===== config.mk =====
export PLATFORM = sky130hd
export DESIGN_NAME = div_arb_ctrl
export DESIGN_NICKNAME = d
export VERILOG_FILES = /design/src/rtl/div_arb_ctrl.sv
export SDC_FILE = /design/constraint.sdc
export NUM_CORES = 1
export LEC_CHECK = 0
export ABC_AREA = 1
export BUFFER_PORTS_ARGS = -buffer_cell sky130_fd_sc_hd__buf_2
export CORE_UTILIZATION = 45
export CTS_CLUSTER_DIAMETER = 80
export DETAILED_ROUTE_END_ITERATION = 7
export PLACE_DENSITY = 0.67
export SLEW_MARGIN = 20
export SYNTH_ARGS = -nofsm -noshare
export SYNTH_HDL_FRONTEND = slang
export SYNTH_SLANG_ARGS = --single-unit

===== constraint.sdc =====
create_clock -name CK -period 3 [get_ports CK]
set_clock_uncertainty 0.2 [all_clocks]
set_input_delay 0.3 -clock CK [delete_from_list [all_inputs] [get_ports CK]]
set_output_delay 0.3 -clock CK [all_outputs]
set_load 0.01 [all_outputs]

===== src/rtl/div_arb_ctrl.sv =====
// Two-requester round-robin front end for an iterative divider: grants one request,
// clears and runs the divider, and returns the quotient or a timeout error.
// Optional macro DIV_ZERO_CHK_EN answers a zero divisor directly without running the divider.
module div_arb_ctrl #(
    parameter int C_NUM_BITS   = 4,
    parameter int C_MAX_CYCLES = 16
) (
    input  logic                  CK,
    input  logic                  RN,
    input  logic                  REQ0,
    input  logic                  REQ1,
    input  logic [C_NUM_BITS-1:0] A0,
    input  logic [C_NUM_BITS-1:0] B0,
    input  logic [C_NUM_BITS-1:0] A1,
    input  logic [C_NUM_BITS-1:0] B1,
    output logic                  GNT0,
    output logic                  GNT1,
    output logic                  DONE0,
    output logic                  DONE1,
    output logic [C_NUM_BITS-1:0] Q,
    output logic                  ERR,
    output logic                  DIV_E,
    output logic                  DIV_RN,
    output logic [C_NUM_BITS-1:0] DIV_A,
    output logic [C_NUM_BITS-1:0] DIV_B,
    input  logic [C_NUM_BITS-1:0] DIV_Q,
    input  logic                  DIV_VALID
);

    typedef enum logic [1:0] {S_IDLE, S_LOAD, S_RUN, S_RESP} state_t;

    localparam logic [7:0] MAX_CNT = 8'(C_MAX_CYCLES);

    state_t                state_q;
    logic                  prio_q;
    logic                  owner_q;
    logic [7:0]            cnt_q;
    logic [7:0]            cnt_d;
    logic [C_NUM_BITS-1:0] q_q;
    logic [C_NUM_BITS-1:0] a_q;
    logic [C_NUM_BITS-1:0] b_q;
    logic                  err_q;
    logic                  done0_q;
    logic                  done1_q;
    logic                  div_e_q;
    logic                  div_rn_q;

    logic                  any_req;
    logic                  win;
    logic [C_NUM_BITS-1:0] win_a;
    logic [C_NUM_BITS-1:0] win_b;

    // win = 1 selects requester 1; prio_q breaks ties in favour of the one not served last
    always_comb begin
        any_req = REQ0 | REQ1;
        win     = (REQ0 & REQ1) ? prio_q : REQ1;
        win_a   = win ? A1 : A0;
        win_b   = win ? B1 : B0;
        cnt_d   = cnt_q + 8'd1;
    end

    // Grant is decided in the IDLE cycle itself so operands are taken on that same edge
    assign GNT0 = RN & (state_q == S_IDLE) & any_req & ~win;
    assign GNT1 = RN & (state_q == S_IDLE) & any_req &  win;

    always_ff @(posedge CK or negedge RN) begin
        if (!RN) begin
            state_q  <= S_IDLE;
            prio_q   <= 1'b0;
            owner_q  <= 1'b0;
            cnt_q    <= 8'd0;
            q_q      <= '0;
            a_q      <= '0;
            b_q      <= '0;
            err_q    <= 1'b0;
            done0_q  <= 1'b0;
            done1_q  <= 1'b0;
            div_e_q  <= 1'b0;
            div_rn_q <= 1'b0;
        end else begin
            done0_q  <= 1'b0;
            done1_q  <= 1'b0;
            div_rn_q <= 1'b1;
            div_e_q  <= 1'b0;
            case (state_q)
                S_IDLE: begin
                    if (any_req) begin
                        a_q     <= win_a;
                        b_q     <= win_b;
                        owner_q <= win;
                        prio_q  <= ~win;
`ifdef DIV_ZERO_CHK_EN
                        if (win_b == '0) begin
                            state_q <= S_RESP;
                            q_q     <= '1;
                            err_q   <= 1'b1;
                            done0_q <= ~win;
                            done1_q <= win;
                        end else begin
                            state_q  <= S_LOAD;
                            div_rn_q <= 1'b0;
                            div_e_q  <= 1'b1;
                        end
`else
                        state_q  <= S_LOAD;
                        div_rn_q <= 1'b0;
                        div_e_q  <= 1'b1;
`endif
                    end
                end
                S_LOAD: begin
                    state_q <= S_RUN;
                    div_e_q <= 1'b1;
                    cnt_q   <= 8'd0;
                end
                S_RUN: begin
                    cnt_q <= cnt_d;
                    if (DIV_VALID) begin
                        state_q <= S_RESP;
                        q_q     <= DIV_Q;
                        err_q   <= 1'b0;
                        done0_q <= ~owner_q;
                        done1_q <= owner_q;
                    end else if (cnt_d == MAX_CNT) begin
                        state_q <= S_RESP;
                        q_q     <= '1;
                        err_q   <= 1'b1;
                        done0_q <= ~owner_q;
                        done1_q <= owner_q;
                    end else begin
                        div_e_q <= 1'b1;
                    end
                end
                S_RESP: begin
                    state_q <= S_IDLE;
                end
                default: begin
                    state_q <= S_IDLE;
                end
            endcase
        end
    end

    assign DONE0  = done0_q;
    assign DONE1  = done1_q;
    assign Q      = q_q;
    assign ERR    = err_q;
    assign DIV_E  = div_e_q;
    assign DIV_RN = div_rn_q;
    assign DIV_A  = a_q;
    assign DIV_B  = b_q;

endmodule


After elaboration in Yosys (flattened, before gate mapping):

Cells that the tools add are included.
W data, S select, Z words.

* add/sub/neg operators: 1
* equality and inequality tests: 6
* muxes and demuxes: 24
* bitwise gates (word level): 8
* reduce and logical (&&, ||, !) cells: 6

Operators with widths (number)
* $mux W4: 4
* $pmux W8 S2: 1
* $mux W1: 14
* $add A8 B1 Y8 const B: 1
* $eq A8 B5 Y1 const B: 1
* $pmux W2 S4: 1
* $mux W2: 3
* $reduce_and A2 Y1: 3
* $and A1 B1 Y1: 5
* $eq A2 B2 Y1 const B: 2
* $reduce_bool A2 Y1: 2
* $ne A3 B3 Y1 const B: 1
* $pmux W1 S3: 1
* $eq A2 B1 Y1 const B: 1
* $logic_not A2 Y1: 1
* $ne A2 B2 Y1 const B: 1
* $not A1 Y1: 2
* $or A1 B1 Y1: 1

* bits in registers: 29

Logic depth before layout (Yosys ltp):

Gate-level depths: netlist of the first run.

* depth in word-level cells: 5
* gate-level depth with buffers: 12
* gate-level depth less buffers: 11

Worst setup path before layout of the first run:

No wires, ideal clock.

* path kind: register to output
* from: reg state_q[0]
* to: out GNT1
* arrival time: 1.230 ns
* data required time: 2.500 ns
* slack: 1.270 ns
* stages on the path, launching flop included: 6
* buffers on the path: 1
* cells stage by stage: dfrtp_1 > inv_1 > ha_1 > clkbuf_1 > nand3_1 > nor2_1

* longest elaborated chain between the ends: 4

RTL lines
* start, declared: RTL line 34 `state_t state_q;`
* start signal, assigned: RTL line 68 `state_q <= S_IDLE;`
* start signal, assigned: RTL line 105 `state_q <= S_LOAD;`
* start signal, assigned: RTL line 112 `state_q <= S_RUN;`
* $logic_not A2 Y1: RTL line 64 `assign GNT1 = RN & (state_q == S_IDLE) & any_req & win;`
* $and A1 B1 Y1 (3 in series): RTL line 64
* end, declared: RTL line 17 `output logic GNT1,`

Every way passes these cells.

Final worst setup path of the first run:

* from: reg state_q[0]
* to: out GNT0

* longest elaborated chain between the ends: 4

RTL lines
* $logic_not A2 Y1: RTL line 63 `assign GNT0 = RN & (state_q == S_IDLE) & any_req & ~win;`
* $and A1 B1 Y1 (3 in series): RTL line 63
* end, declared: RTL line 16 `output logic GNT0,`

Every way passes these cells.

==> results.md, run 1 <==
Status:
- The run finished with clean final reports.

Layout:
- Registers take 726 um^2.
- After filler insertion, the fill cell instance count of the layout stands at 297.
- The multi-input combinational cells in the finished layout cover a total of 632 um^2.
- Leaving out fill and tap cells, the most frequent cells in the layout are 44 x nand2_1, 43 x buf_2, 29 x dfrtp_1, 24 x nand3_1, 17 x inv_1.
- Cells with a size suffix above 1 make up 27.0% of the layout.
- The signed area change from the synthesized netlist to the final layout is 25.0%.
- Leaving out fill and tap cells, the most frequent cell in the layout is nand2_1.
- The total inserted antenna cells is 0.
- The final net count is 252.

Critical path:
- The cell family contributing the most delay on the critical path is buffers and inverters.
- The signal on the critical path passes through inv_1 > ha_1 > o21ai_2 > inv_1 > nand2_1 > nor2_1 > buf_2.
- The most numerous cell on the critical path is inv_1.
- The critical path's largest stage delay is 0.43 ns.
- For the worst setup path, the data arrival time is 2.21 ns.
- The worst register-to-register path begins at state_q[0].
- The worst setup path is captured at a primary output.
- The startpoint of the most critical setup path is state_q[0].
- Of all nets on the critical path, the largest fanout is 12.
- At the worst endpoint, the required time is 2.50 ns.
- Counting both buffers and inverters, the worst setup path holds a total of 3.
- In this run the critical register-to-register path is captured at prio_q.
- On the critical path, the stage with the largest delay is an instance of dfrtp_1.
- The startpoint type of the worst setup path is a flip-flop.
- The capturing instance or port of the critical path is GNT0.
- The minimum setup slack among reg-to-reg paths is slightly below 1 ns.
- The classification of the worst setup path is flip-flop to primary output.
- The critical path depth is 7.
- The worst register-to-register path has a depth of 6.

Clock tree:
- TritonCTS built the clock tree.
- The clock latency on the worst-skew pair is 0.33 ns.
- After clock tree synthesis, the repair step resized 0 gates.
- For this design, the CTS-stage hold fixing added 2 buffers.
- The buffer type at the clock tree root is clkbuf_4.
- The longest clock path from root to sink contains 2 buffers.
- The post-CTS setup buffer count is 0.
- The number of clock sinks is 29.
- The number of clock buffers inserted by TritonCTS is 5.
- The clock-pin slew on the worst setup and hold paths is 0.09 ns.
- The level count of the clock H-tree is 2.

Timing:
- The setup violation total in the final timing report is 0.
- The total negative slack is 0 ns.
- The final count of pins violating max slew is 0.
- The worst path in the final design needs a cycle of 2.71 ns, including I/O delays and setup.
- The pin slew with the least headroom to its limit is 0.402 ns.
- Setup repair after global routing left no endpoint under its margin.
- The final number of hold-violating endpoints is 0.
- Static timing analysis puts the maximum clock frequency at 369 MHz.
- In this run the tightest slew margin relative to its limit is 73.2%.
- The share of the clock period used by the worst path after layout is about nine tenths.
- The setup slack of the critical path after layout is 0.291 ns.

Detailed routing:
- The pre-antenna-repair detailed-routing pass consisted of 4 iterations.
- For this block, the routed nets add up to 3.33 mm of wire.
- After detailed routing, the number of vias per cell comes to 5.06.
- In the routed design, unresolved DRC markers number 0.
- For this block, the initial DRC count from the detailed router was 59.
- Dividing the detail-routed wire length by the instance count gives 12.5 um.
- The detailed-route via count is 1,346.
- The post-detailed-route count of antenna-violating nets is 0.

Yosys:
- By area, the combinational part of the netlist is dominated by simple AND/OR/NAND/NOR gates.
- The share of synthesized area spent on multiplexers is 0%.
- After Yosys synthesis, XOR and XNOR cells account for less than 1% of the synthesized area.
- The sequential-to-total area share from yosys stat is 50.3%.
- After Yosys synthesis, and, or, nand and nor cells account for a little under 30% of the synthesized area.
- The yosys synthesis warning count is 0.
- After synthesis, the largest area contributor takes up 50.3% of total cell area.
- The area of the mapped netlist is approximately 0.0014 mm^2.
- The number of different library cells used by synthesis comes to 21.
- The post-synth net total is 203.
- After synthesis, the cell types taking the most area are dfrtp_1 50%, nand2_1 11%, nand3_1 8.3%, ha_1 5.2%, inv_1 4.4%.
- The average instance area after synthesis is approximately 8.4 um^2.
- The largest area contributor in the synthesized netlist is dfrtp_1.
- The number of storage elements in the synthesis netlist is 29.
- The adder-cell share of the synthesized area is 5.20%.
- The synthesized netlist cell count is 172.
- The post-synthesis compound-gate area fraction is 8.58%.

GRT:
- The global-route usage over all layers is a little over a fifth.
- The first global-routing pass estimated 5.47 mm of wire.
- The largest net degree at the start of global routing is 30.
- The initial antenna violation count is 0.
- The number of global-route vias before repair is 1,278.
- The total grt overflow is 0.

Placed design:
- Detailed placement finished with a half-perimeter wire length of 2.48 mm.
- The congestion estimate from routability-driven global placement came to 0.850.
- OpenSTA, run right after detailed placement, puts the worst setup slack at 0.690 ns.
- The port buffer count is 43.

Floorplan:
- 44 I/O pins were placed.
- The height of the die is 58.6 um.
- The placement row count is 20.
- In this run the horizontal extent of the chip is 58.6 um.
- After floorplanning, the core was sized to cover between 0.003 and 0.004 mm^2.
- For this configuration, the core starts out at a cell density of between 40% and 50%.
- The full die area is 0.00344 mm^2.

Flow run:
- The number of max-cap violations is 0.

Hold path:
- The worst hold-check path type is primary input to flip-flop.

Pwr:
- The power after layout is 0.00162 W.
- The analysis attributes to cell leakage a power of 0.969 nW.
- The peak supply drop is roughly 0.42 mV.
- For this design the ratio of total power to cell area is about 900 mW/mm^2.
## worst min path at each step
stage	start	end	slack, ns	depth (start not counted)
2_1_floorplan	RN	DIV_A[0]	-0.20	0
3_3_place_gp	RN	cnt_q[3]	0.14	2
3_5_place_dp	RN	cnt_q[3]	0.15	2
4_1_cts	A0[2]	DIV_A[2]	0.005	3
5_1_grt	B0[2]	DIV_B[2]	0.01	3
6_report	B0[0]	DIV_B[0]	0.02	3
## cells by family after synthesis
family,Yosys count
compound gates,19
fa+ha+maj,6
simple gates,96
flops,29
xor+xnor,1
buf+inv,21
## synth_stat cells
| library cell | n |
|---|---|
| inv_1 | 17 |
| o21bai_1 | 1 |
| nand4_1 | 9 |
| buf_1 | 1 |
| nand3_1 | 24 |
| o22ai_1 | 1 |
| o21ai_2 | 6 |
| nand2_1 | 44 |
| nand3_2 | 1 |
| a21oi_1 | 1 |
| dfrtp_1 | 29 |
| a22oi_1 | 1 |
| or2_2 | 1 |
| nand2_2 | 1 |
| o21ai_0 | 8 |
| buf_6 | 1 |
| xor2_1 | 1 |
| o21ai_1 | 1 |
| clkbuf_1 | 2 |
| nor2_1 | 16 |
| ha_1 | 6 |
## registers in the layout, indices dropped and copies added, names as in the netlist
name     count
DIV_A        4
DIV_B        4
DIV_E        1
DIV_RN       1
DONE0        1
DONE1        1
ERR          1
Q            4
cnt_q        8
owner_q      1
prio_q       1
state_q      2
## layer usage
metal | GRT usage [%] | share of wire [%] | up-vias
met1 | 26.8 | 44 | 638
met5 | 0 | 0 | -
met4 | 13.9 | 1.6 | 0
met3 | 4.40 | 4.7 | 6
li1 | - | - | 664
met2 | 34.6 | 50 | 38
## cell type report
class | count | share of cell area (%)
Inverter | 17 | 3.54
Timing Repair Buffer | 46 | 13.5
Sequential cell | 29 | 40.2
Clock inverter | 1 | 1.66
Clock buffer | 7 | 3.05
Tap cell | 44 | 3.05
Multi-Input combinational cell | 122 | 35.0
## metrics by stage
step	std cells	cell area (um^2)	hold slack, ns	utilization [%]
2_1_floorplan	172	1440	-0.196	-
3_3_place_gp	256	1700	0.140	55.7
3_5_place_dp	256	1700	0.148	55.7
4_1_cts	266	1800	0.00521	59.1
5_1_grt	266	1800	0.00978	59.1
6_report	266	1800	0.0162	59.1
## power by group
part	internal (W)	total, W	switching [W]
clock	0.000199	0.000338	0.000139
combinational	0.000248	0.000664	0.000416
sequential	0.000537	0.000622	0.0000847
total	0.000984	0.00162	0.000640
## worst reg2reg max path, delay by kind of cell, from the launching register on
kind / cells / cell delay [ns]
compound gates: 2 / 0.33
fa+ha+maj: 1 / 0.41
buf+inv: 2 / 0.44
flops: 1 / 0.43
simple gates: 1 / 0.12
(Power assumes the default switching activity.)
==> inputs of run 2 (changes only) <==
Settings changed: ABC_AREA 1 to unset, HOLD_SLACK_MARGIN set to 0.06, PLACE_DENSITY 0.67 to 0.68.
==> run 2 against run 1 <==
Synthesized cell count is 26% lower. Total power grew 5.6%. Via count decreased by 4.8%. Final area increased by 8.4%. Largest power group unchanged.
==> results.md, run 2 <==
Layout:
- In the layout the commonest cells are 43 x buf_2, 29 x dfrtp_1, 22 x dlygate4sd3_1, 16 x inv_1.
- The number of flip-flops in the largest register was 8 (unchanged).
- The fraction of final layout cells sized beyond drive strength 1 was 31.8% (+4.8 points).
- The largest register by flop count is cnt_q.
- The total inserted antenna cells is 0 (unchanged).
- The number of standard cells in the layout, taps in and fillers out came to 232 (-13%).
- The number of fillers in the final layout is 219 (-26%).
- Compared with the post-synthesis result, the final layout area differs by 41.1%.
- Leaving out fill and tap cells, the most frequent cell in the layout is buf_2.
- The final net count is 231 (-8.3%).

Flow run:
- The number of max-cap violations is 0 (unchanged).

GRT:
- The largest net degree at the start of global routing was 24 (-20%).
- The global-route usage over all layers is 23.6% (+1.9 points).
- The total grt overflow is 0 (unchanged).
- The initial antenna violation count came to 0 (unchanged).
- The first-pass GRT wire length is 5.78 mm (+5.6%).
- The number of global-route vias before repair was 1,284 (+0.47%).

Floorplan:
- The area inside the core boundary came to 0.00283 mm^2 (-7.3%).
- The full die area is 0.00331 mm^2 (-3.8%).
- The floorplan die width is 57.5 um (-1.9%).
- The top-level I/O count came to 44 (unchanged).
- The placement row count is 19 (-5.0%).
- The height of the die is 57.5 um (-1.9%).
- The effective utilization at floorplan came to 49.0% (+1.7 points).

Critical path:
- The critical path's largest stage delay is 0.61 ns (+0.18 ns).
- The worst reg2reg path endpoint is DIV_B[1].
- The minimum setup slack among reg-to-reg paths is 0.39 ns (-0.60 ns).
- The classification of the worst setup path is flip-flop to flip-flop.
- By instance count, the cell type seen most on the critical path is inv_1.
- The slowest stage of the critical path is the dlygate4sd3_1 cell.
- The highest net fanout along the worst path came to 10 (-2).
- Walking the worst path, the cells encountered are inv_1 > ha_1 > nand2_1 > a21oi_1 > a222oi_1 > dlygate4sd3_1 > inv_1.
- The sort of element at the end of the critical path is a flip-flop.
- STA classifies the critical path startpoint as a flip-flop.
- In this run the critical register-to-register path is launched from state_q[0].
- The depth of the worst register-to-register path is 7 (+1).
- The arrival time reported for the critical path endpoint is 2.70 ns (+0.49 ns).
- The number of buffers and inverters on the critical path came to 3 (unchanged).
- The data required time of the critical path is 3.09 ns (+0.59 ns).
- The kind of cell with the highest combined delay along the critical path is compound AO/OA/AOI/OAI gates.

Yosys:
- The sequential-to-total area share from yosys stat is 52.3% (+2.1 points).
- The yosys synthesis warning count is 0 (unchanged).
- For this run, the leading register cell type out of synthesis is dfrtp_1.
- Summed over all instances, the cell type with the most area after synthesis is dfrtp_1.
- The count of cell types in the netlist came to 31 (+48%).
- The proportion of register bits with asynchronous set or reset after synthesis was 100% (unchanged).
- The portion of synthesized cell area occupied by the leading cell type is 52.3% (+2.1 points).
- The average instance area after synthesis is 10.8 um^2 (+29%).
- Sorting the synthesized cells by how often they occur yields 29 x dfrtp_1, 16 x inv_1, 8 x a222oi_1, 8 x nand2_1.
- By area the synthesized netlist is led by dfrtp_1 52%, a222oi_1 5.8%, ha_1 5.4%, inv_1 4.3%, mux2i_1 2.9%.
- The number of enable-type register cells in the synthesized netlist was 0 (unchanged).
- The post-synth net total is 159 (-22%).
- The synthesized netlist cell count is 128 (-26%).
- The area of the mapped netlist is 0.00139 mm^2 (-4.0%).
- The most repeated cell in the gate-level netlist after synthesis is dfrtp_1.
- The number of storage elements in the synthesis netlist is 29 (unchanged).

Detailed routing:
- The number of design-rule violations left by the first detailed-router iteration is 68 (+15%).
- The detailed-route via count is 1,282 (-4.8%).
- The final wirelength is 3.43 mm (+3.1%).
- The post-detailed-route count of antenna-violating nets is 0 (unchanged).
- The average wire per cell in the routed design is 14.8 um (+18%).
- The total iterations of the first detailed-routing run was 5 (+1).
- The number of DRC violations after detailed routing is 0 (unchanged).
- The ratio of routed vias to standard cells came to 5.53 (+9.2%).

Timing:
- The pin slew with the least headroom to its limit is 0.720 ns (+0.318 ns).
- The final count of pins violating max slew is 0 (unchanged).
- The setup violation total in the final timing report was 0 (unchanged).
- The maximum clock rate was 382 MHz (+3.6%).
- The final number of hold-violating endpoints is 0 (unchanged).
- Setup repair after global routing left no endpoint under its margin.
- The share of the clock period used by the worst path after layout is 87.2% (-3.2 points).
- The relative slew slack is 52.0% (-21 points).
- The final critical-path required period is 2.61 ns (-0.0945 ns).
- The total negative slack is 0 ns (unchanged).

Pwr:
- The power density relative to cell area is 877 mW/mm^2 (-2.6%).
- The leakage component of the power is 0.950 nW (-2.0%).
- The peak supply drop is 0.663 mV (+59%).

Placed design:
- The number of cells in the design after placement is 202 (-21%).
- The port buffer count is 43 (unchanged).
- The detailed-placement wirelength estimate is 2.24 mm (-9.4%).
- The final estimated routing congestion in global placement is 0.782 (-8.0%).

Clock tree:
- The level count of the clock H-tree was 2 (unchanged).
- TritonCTS built the clock tree.
- The number of clock sinks came to 29 (unchanged).
- The clock latency on the worst-skew pair was 0.34 ns (about the same).
- The clock-pin slew on the worst setup and hold paths was 0.11 ns (+0.02 ns).
- The count of instances resized after the clock tree is built is 0 (unchanged).
- The number of buffers between clock root and the deepest sink is 2 (unchanged).
- The number of clock buffers inserted by TritonCTS is 5 (unchanged).
- The buffer type at the clock tree root is clkbuf_4.

Hold path:
- The worst hold-check path type is primary input to asynchronous set/reset pin.

Status:
- The flow ran to the end, and the final reports show no timing, DRC or antenna violations.
==> run 2: final cells by class <==
class	instances	area, um^2	area share, %
Inverter	18	67.6	3.45
Clock buffer	5	37.5	1.92
Timing Repair Buffer	68	458	23.4
Sequential cell	29	726	37.1
Multi-Input combinational cell	78	582	29.8
Tap cell	31	38.8	1.98
Clock inverter	3	46.3	2.37
==> run 2: worst max-delay path by stage <==
| stage | from | to | slack (ns) | cells past startpoint |
|---|---|---|---|---|
| after floorplan | state_q[0] | DIV_E | 1.05 | 6 |
| after global placement | state_q[0] | GNT0 | 0.91 | 6 |
| after detailed placement | state_q[1] | GNT0 | 0.84 | 6 |
| after CTS | state_q[1] | GNT0 | 0.45 | 6 |
| after global routing | state_q[0] | DIV_B[1] | 0.22 | 7 |
| final | state_q[0] | DIV_B[1] | 0.39 | 7 |
==> run 2: timing repair <==
action | CTS | global route
hold buffers | 22 | 0
setup buffers | 0 | 0
endpoints found under the hold margin | 42 | 0
==> run 2: worst register-to-register path, delay by kind of cell, from the launching register on <==
family                   cells  cell delay (ns)
flip-flops                   1             0.42
AO/OA/AOI/OAI                2             0.84
buffers and inverters        3             0.81
AND/OR/NAND/NOR              1             0.06
adder cells (fa/ha/maj)      1             0.22
==> run 2: per-stage QoR <==
| stage | hold WS, ns | setup WS [ns] | area (um^2) | total power (W) | utilization, % |
|---|---|---|---|---|---|
| after floorplan | -0.196 | 1.05 | 1390 | 0.00102 | - |
| after global placement | -0.0406 | 0.906 | 1650 | 0.00123 | 58.4 |
| after detailed placement | -0.0378 | 0.839 | 1650 | 0.00126 | 58.4 |
| after CTS | 0.115 | 0.453 | 1960 | 0.00170 | 69.1 |
| after global routing | 0.135 | 0.217 | 1960 | 0.00183 | 69.1 |
| final | 0.124 | 0.385 | 1960 | 0.00171 | 69.1 |
==> run 2: per-layer routing <==
| metal | share of wire [%] | track usage (%) | vias to the layer above |
|---|---|---|---|
| li1 | - | - | 612 |
| met1 | 42 | 29.2 | 619 |
| met2 | 51 | 37.9 | 41 |
| met3 | 4.9 | 7.03 | 10 |
| met4 | 2.5 | 11.1 | 0 |
| met5 | 0 | 0 | - |
==> run 2: kinds of logic after synthesis <==
logic type	after synthesis	synth area share, %
AOI/OAI and AO/OA	35	21.7
muxes	4	2.89
adders and majority gates	6	5.42
buffers and inverters	21	5.69
and+or+nand+nor	33	12.0
DFF	29	52.3
==> run 2: power breakdown <==
| group | switching, W | internal [W] |
|---|---|---|
| logic | 0.000413 | 0.000363 |
| clock network | 0.000155 | 0.000176 |
| registers | 0.0000804 | 0.000527 |
| total | 0.000648 | 0.00107 |
==> inputs of run 3 (changes only) <==
Settings changed: ABC_AREA set to 1, HOLD_SLACK_MARGIN 0.06 to 0.12, PLACE_DENSITY 0.68 to 0.67.
==> run 3 against run 2 <==
Global-route usage down 0.094 points. Count of clock-buffer cells in the layout up 2. Utilization down 3.1 points. Via count up 13%. Combinational power up 1%. First-iteration DRC count down 16%. Setup slack worse by 0.099 ns. Cell count up 24%.
==> results.md, run 3 (synthesis results as in run 1) <==
Detailed routing:
- The total iterations of the first detailed-routing run is 4 (-1).
- The ratio of routed vias to standard cells is 5.06 (-8.5%).
- The post-detailed-route count of antenna-violating nets was 0 (unchanged).
- The final wirelength is 3.58 mm (+4.5%).
- The average wire per cell in the routed design came to 12.5 um (-16%).
- The detailed-route via count is 1,451 (+13%).
- The number of DRC violations after detailed routing is 0 (unchanged).
- The number of design-rule violations left by the first detailed-router iteration is 57 (-16%).

Timing:
- The worst hold slack across all endpoints was 0.233 ns (+0.110 ns).
- The total negative slack came to 0 ns (unchanged).
- The relative slew slack is 73.2% (+21 points).
- The setup slack of the critical path after layout was 0.286 ns (-0.0993 ns).
- The final critical-path required period is 2.71 ns (+0.0993 ns).
- The maximum clock rate is 368 MHz (-3.7%).
- The final number of hold-violating endpoints came to 0 (unchanged).
- Setup repair after global routing left no endpoint under its margin.
- The final count of pins violating max slew is 0 (unchanged).
- The share of the clock period used by the worst path after layout is 90.5% (+3.3 points).
- The pin slew with the least headroom to its limit was 0.401 ns (-0.318 ns).
- The setup violation total in the final timing report is 0 (unchanged).

Flow run:
- The number of max-cap violations came to 0 (unchanged).

Placed design:
- The placed standard-cell area is 0.00170 mm^2 (+2.9%).
- The detailed-placement wirelength estimate is 2.48 mm (+10%).
- The pre-CTS worst setup slack was 0.690 ns (-0.149 ns).
- The final estimated routing congestion in global placement was 0.850 (+8.7%).
- The port buffer count is 43 (unchanged).

Critical path:
- The startpoint type of the worst setup path is a flip-flop.
- The startpoint identified for the worst register-to-register timing path is state_q[0].
- The data required time of the critical path is 2.50 ns (-0.59 ns).
- The depth of the worst register-to-register path is 7 (unchanged).
- The critical path in this run is classified as flip-flop to primary output.
- The highest net fanout along the worst path is 12 (+2).
- The arrival time reported for the critical path endpoint is 2.21 ns (-0.49 ns).
- In this run the critical register-to-register path is captured at DIV_B[1].
- The minimum setup slack among reg-to-reg paths was 0.46 ns (+0.07 ns).
- STA classifies the critical path endpoint as a primary output.

Layout:
- The largest register by flop count is cnt_q.
- The total inserted antenna cells came to 0 (unchanged).
- The most common library cell in the layout ignoring fill and taps is nand2_1.
- The number of flip-flops in the largest register is 8 (unchanged).
- The final net count came to 273 (+18%).
- From synthesis to final layout, the design area changed by 39.5%.
- The fraction of final layout cells sized beyond drive strength 1 is 24.7% (-7.1 points).
- The area occupied by registers is 726 um^2 (unchanged).
- The total area of multi-input combinational cells came to 632 um^2 (+8.6%).
- The number of fillers in the final layout is 269 (+23%).
- The final instance area came to 0.00201 mm^2 (+3.0%).
- In the layout the commonest cells are 44 x nand2_1, 43 x buf_2, 29 x dfrtp_1, 24 x nand3_1, 23 x dlygate4sd3_1.

Clock tree:
- The level count of the clock H-tree was 2 (unchanged).
- The clock latency on the worst-skew pair is 0.32 ns (-0.02 ns).
- The number of clock sinks is 29 (unchanged).
- The tree is rooted in a clkbuf_4.
- TritonCTS built the clock tree.
- The number of clock buffers inserted by TritonCTS is 5 (unchanged).
- The post-CTS setup buffer count is 0 (unchanged).
- The count of hold-fix buffers inserted at cts is 23 (+4.5%).
- The clock-pin slew on the worst setup and hold paths is 0.09 ns (-0.02 ns).
- The count of instances resized after the clock tree is built is 0 (unchanged).
- The number of buffers between clock root and the deepest sink is 2 (unchanged).

GRT:
- The largest net degree at the start of global routing came to 30 (+25%).
- The initial antenna violation count was 0 (unchanged).
- The first-pass GRT wire length is 5.91 mm (+2.3%).
- The global-route usage over all layers is 23.5% (-0.094 points).
- The total grt overflow is 0 (unchanged).
- The number of global-route vias before repair is 1,412 (+10%).

Hold path:
- The worst hold-check path type is primary input to flip-flop.
- The startpoint identified for the worst hold timing path is REQ1.
- The path with the worst hold slack has its endpoint at owner_q.
- The worst hold path stage count is 3.

Pwr:
- The leakage component of the power came to 1.06 nW (+12%).
- The peak supply drop is 0.487 mV (-27%).
- The power density relative to cell area is 866 mW/mm^2 (-1.2%).

Floorplan:
- The full die area is 0.00344 mm^2 (+4.0%).
- The top-level I/O count is 44 (unchanged).
- The area inside the core boundary is 0.00305 mm^2 (+7.9%).
- The effective utilization at floorplan is 47.3% (-1.7 points).
- The placement row count is 20 (+1).
- The floorplan die width came to 58.6 um (+2.0%).
- The height of the die is 58.6 um (+2.0%).

Status:
- The run finished with clean final reports.
-- run 3: power by group --
part           total (W)  switching (W)  leakage [nW]  internal (W)
Sequential      0.000625      0.0000877         0.367      0.000537
Clock           0.000334       0.000135        0.0455      0.000199
Combinational   0.000787       0.000439         0.649      0.000348
-- run 3: critical path, stage by stage, from the launching register on --
cell     delay (ns)
dfrtp_1        0.43
inv_1          0.12
ha_1           0.41
o21ai_2        0.22
inv_1          0.31
nand2_1        0.12
nor2_1         0.12
buf_2          0.15
-- run 3: metal layers --
metal	share of wire [%]	track usage, %	vias up
met5	0	0	-
met3	5.1	4.62	10
li1	-	-	708
met4	2.3	16.0	0
met1	41	26.7	690
met2	52	40.1	43
-- run 3: worst max path at each step --
| stage | slack (ns) | to | from | cells after the start |
|---|---|---|---|---|
| after global placement | 0.82 | GNT0 | state_q[0] | 7 |
| final | 0.29 | GNT0 | state_q[0] | 7 |
| after detailed placement | 0.69 | GNT0 | state_q[0] | 7 |
| after global routing | 0.1 | GNT0 | state_q[0] | 7 |
| after CTS | 0.31 | GNT0 | state_q[0] | 7 |
| after floorplan | 1.27 | GNT1 | state_q[0] | 5 |
-- run 3: cell type report --
| cell class | instances | area share (%) |
|---|---|---|
| multi-input cells | 122 | 31.4 |
| inverters | 17 | 3.17 |
| well taps | 44 | 2.73 |
| clock inverters | 1 | 1.49 |
| clock buffers | 7 | 2.73 |
| repair buffers | 67 | 22.5 |
| flip-flops and latches | 29 | 36.0 |
-- run 3: per-stage QoR --
stage,instances,total power [W],utilization [%]
6_report,287,0.00175,66.0
5_1_grt,287,0.00188,66.0
4_1_cts,287,0.00175,66.0
3_5_place_dp,256,0.00129,55.7
3_3_place_gp,256,0.00126,55.7
2_1_floorplan,172,0.00106,-
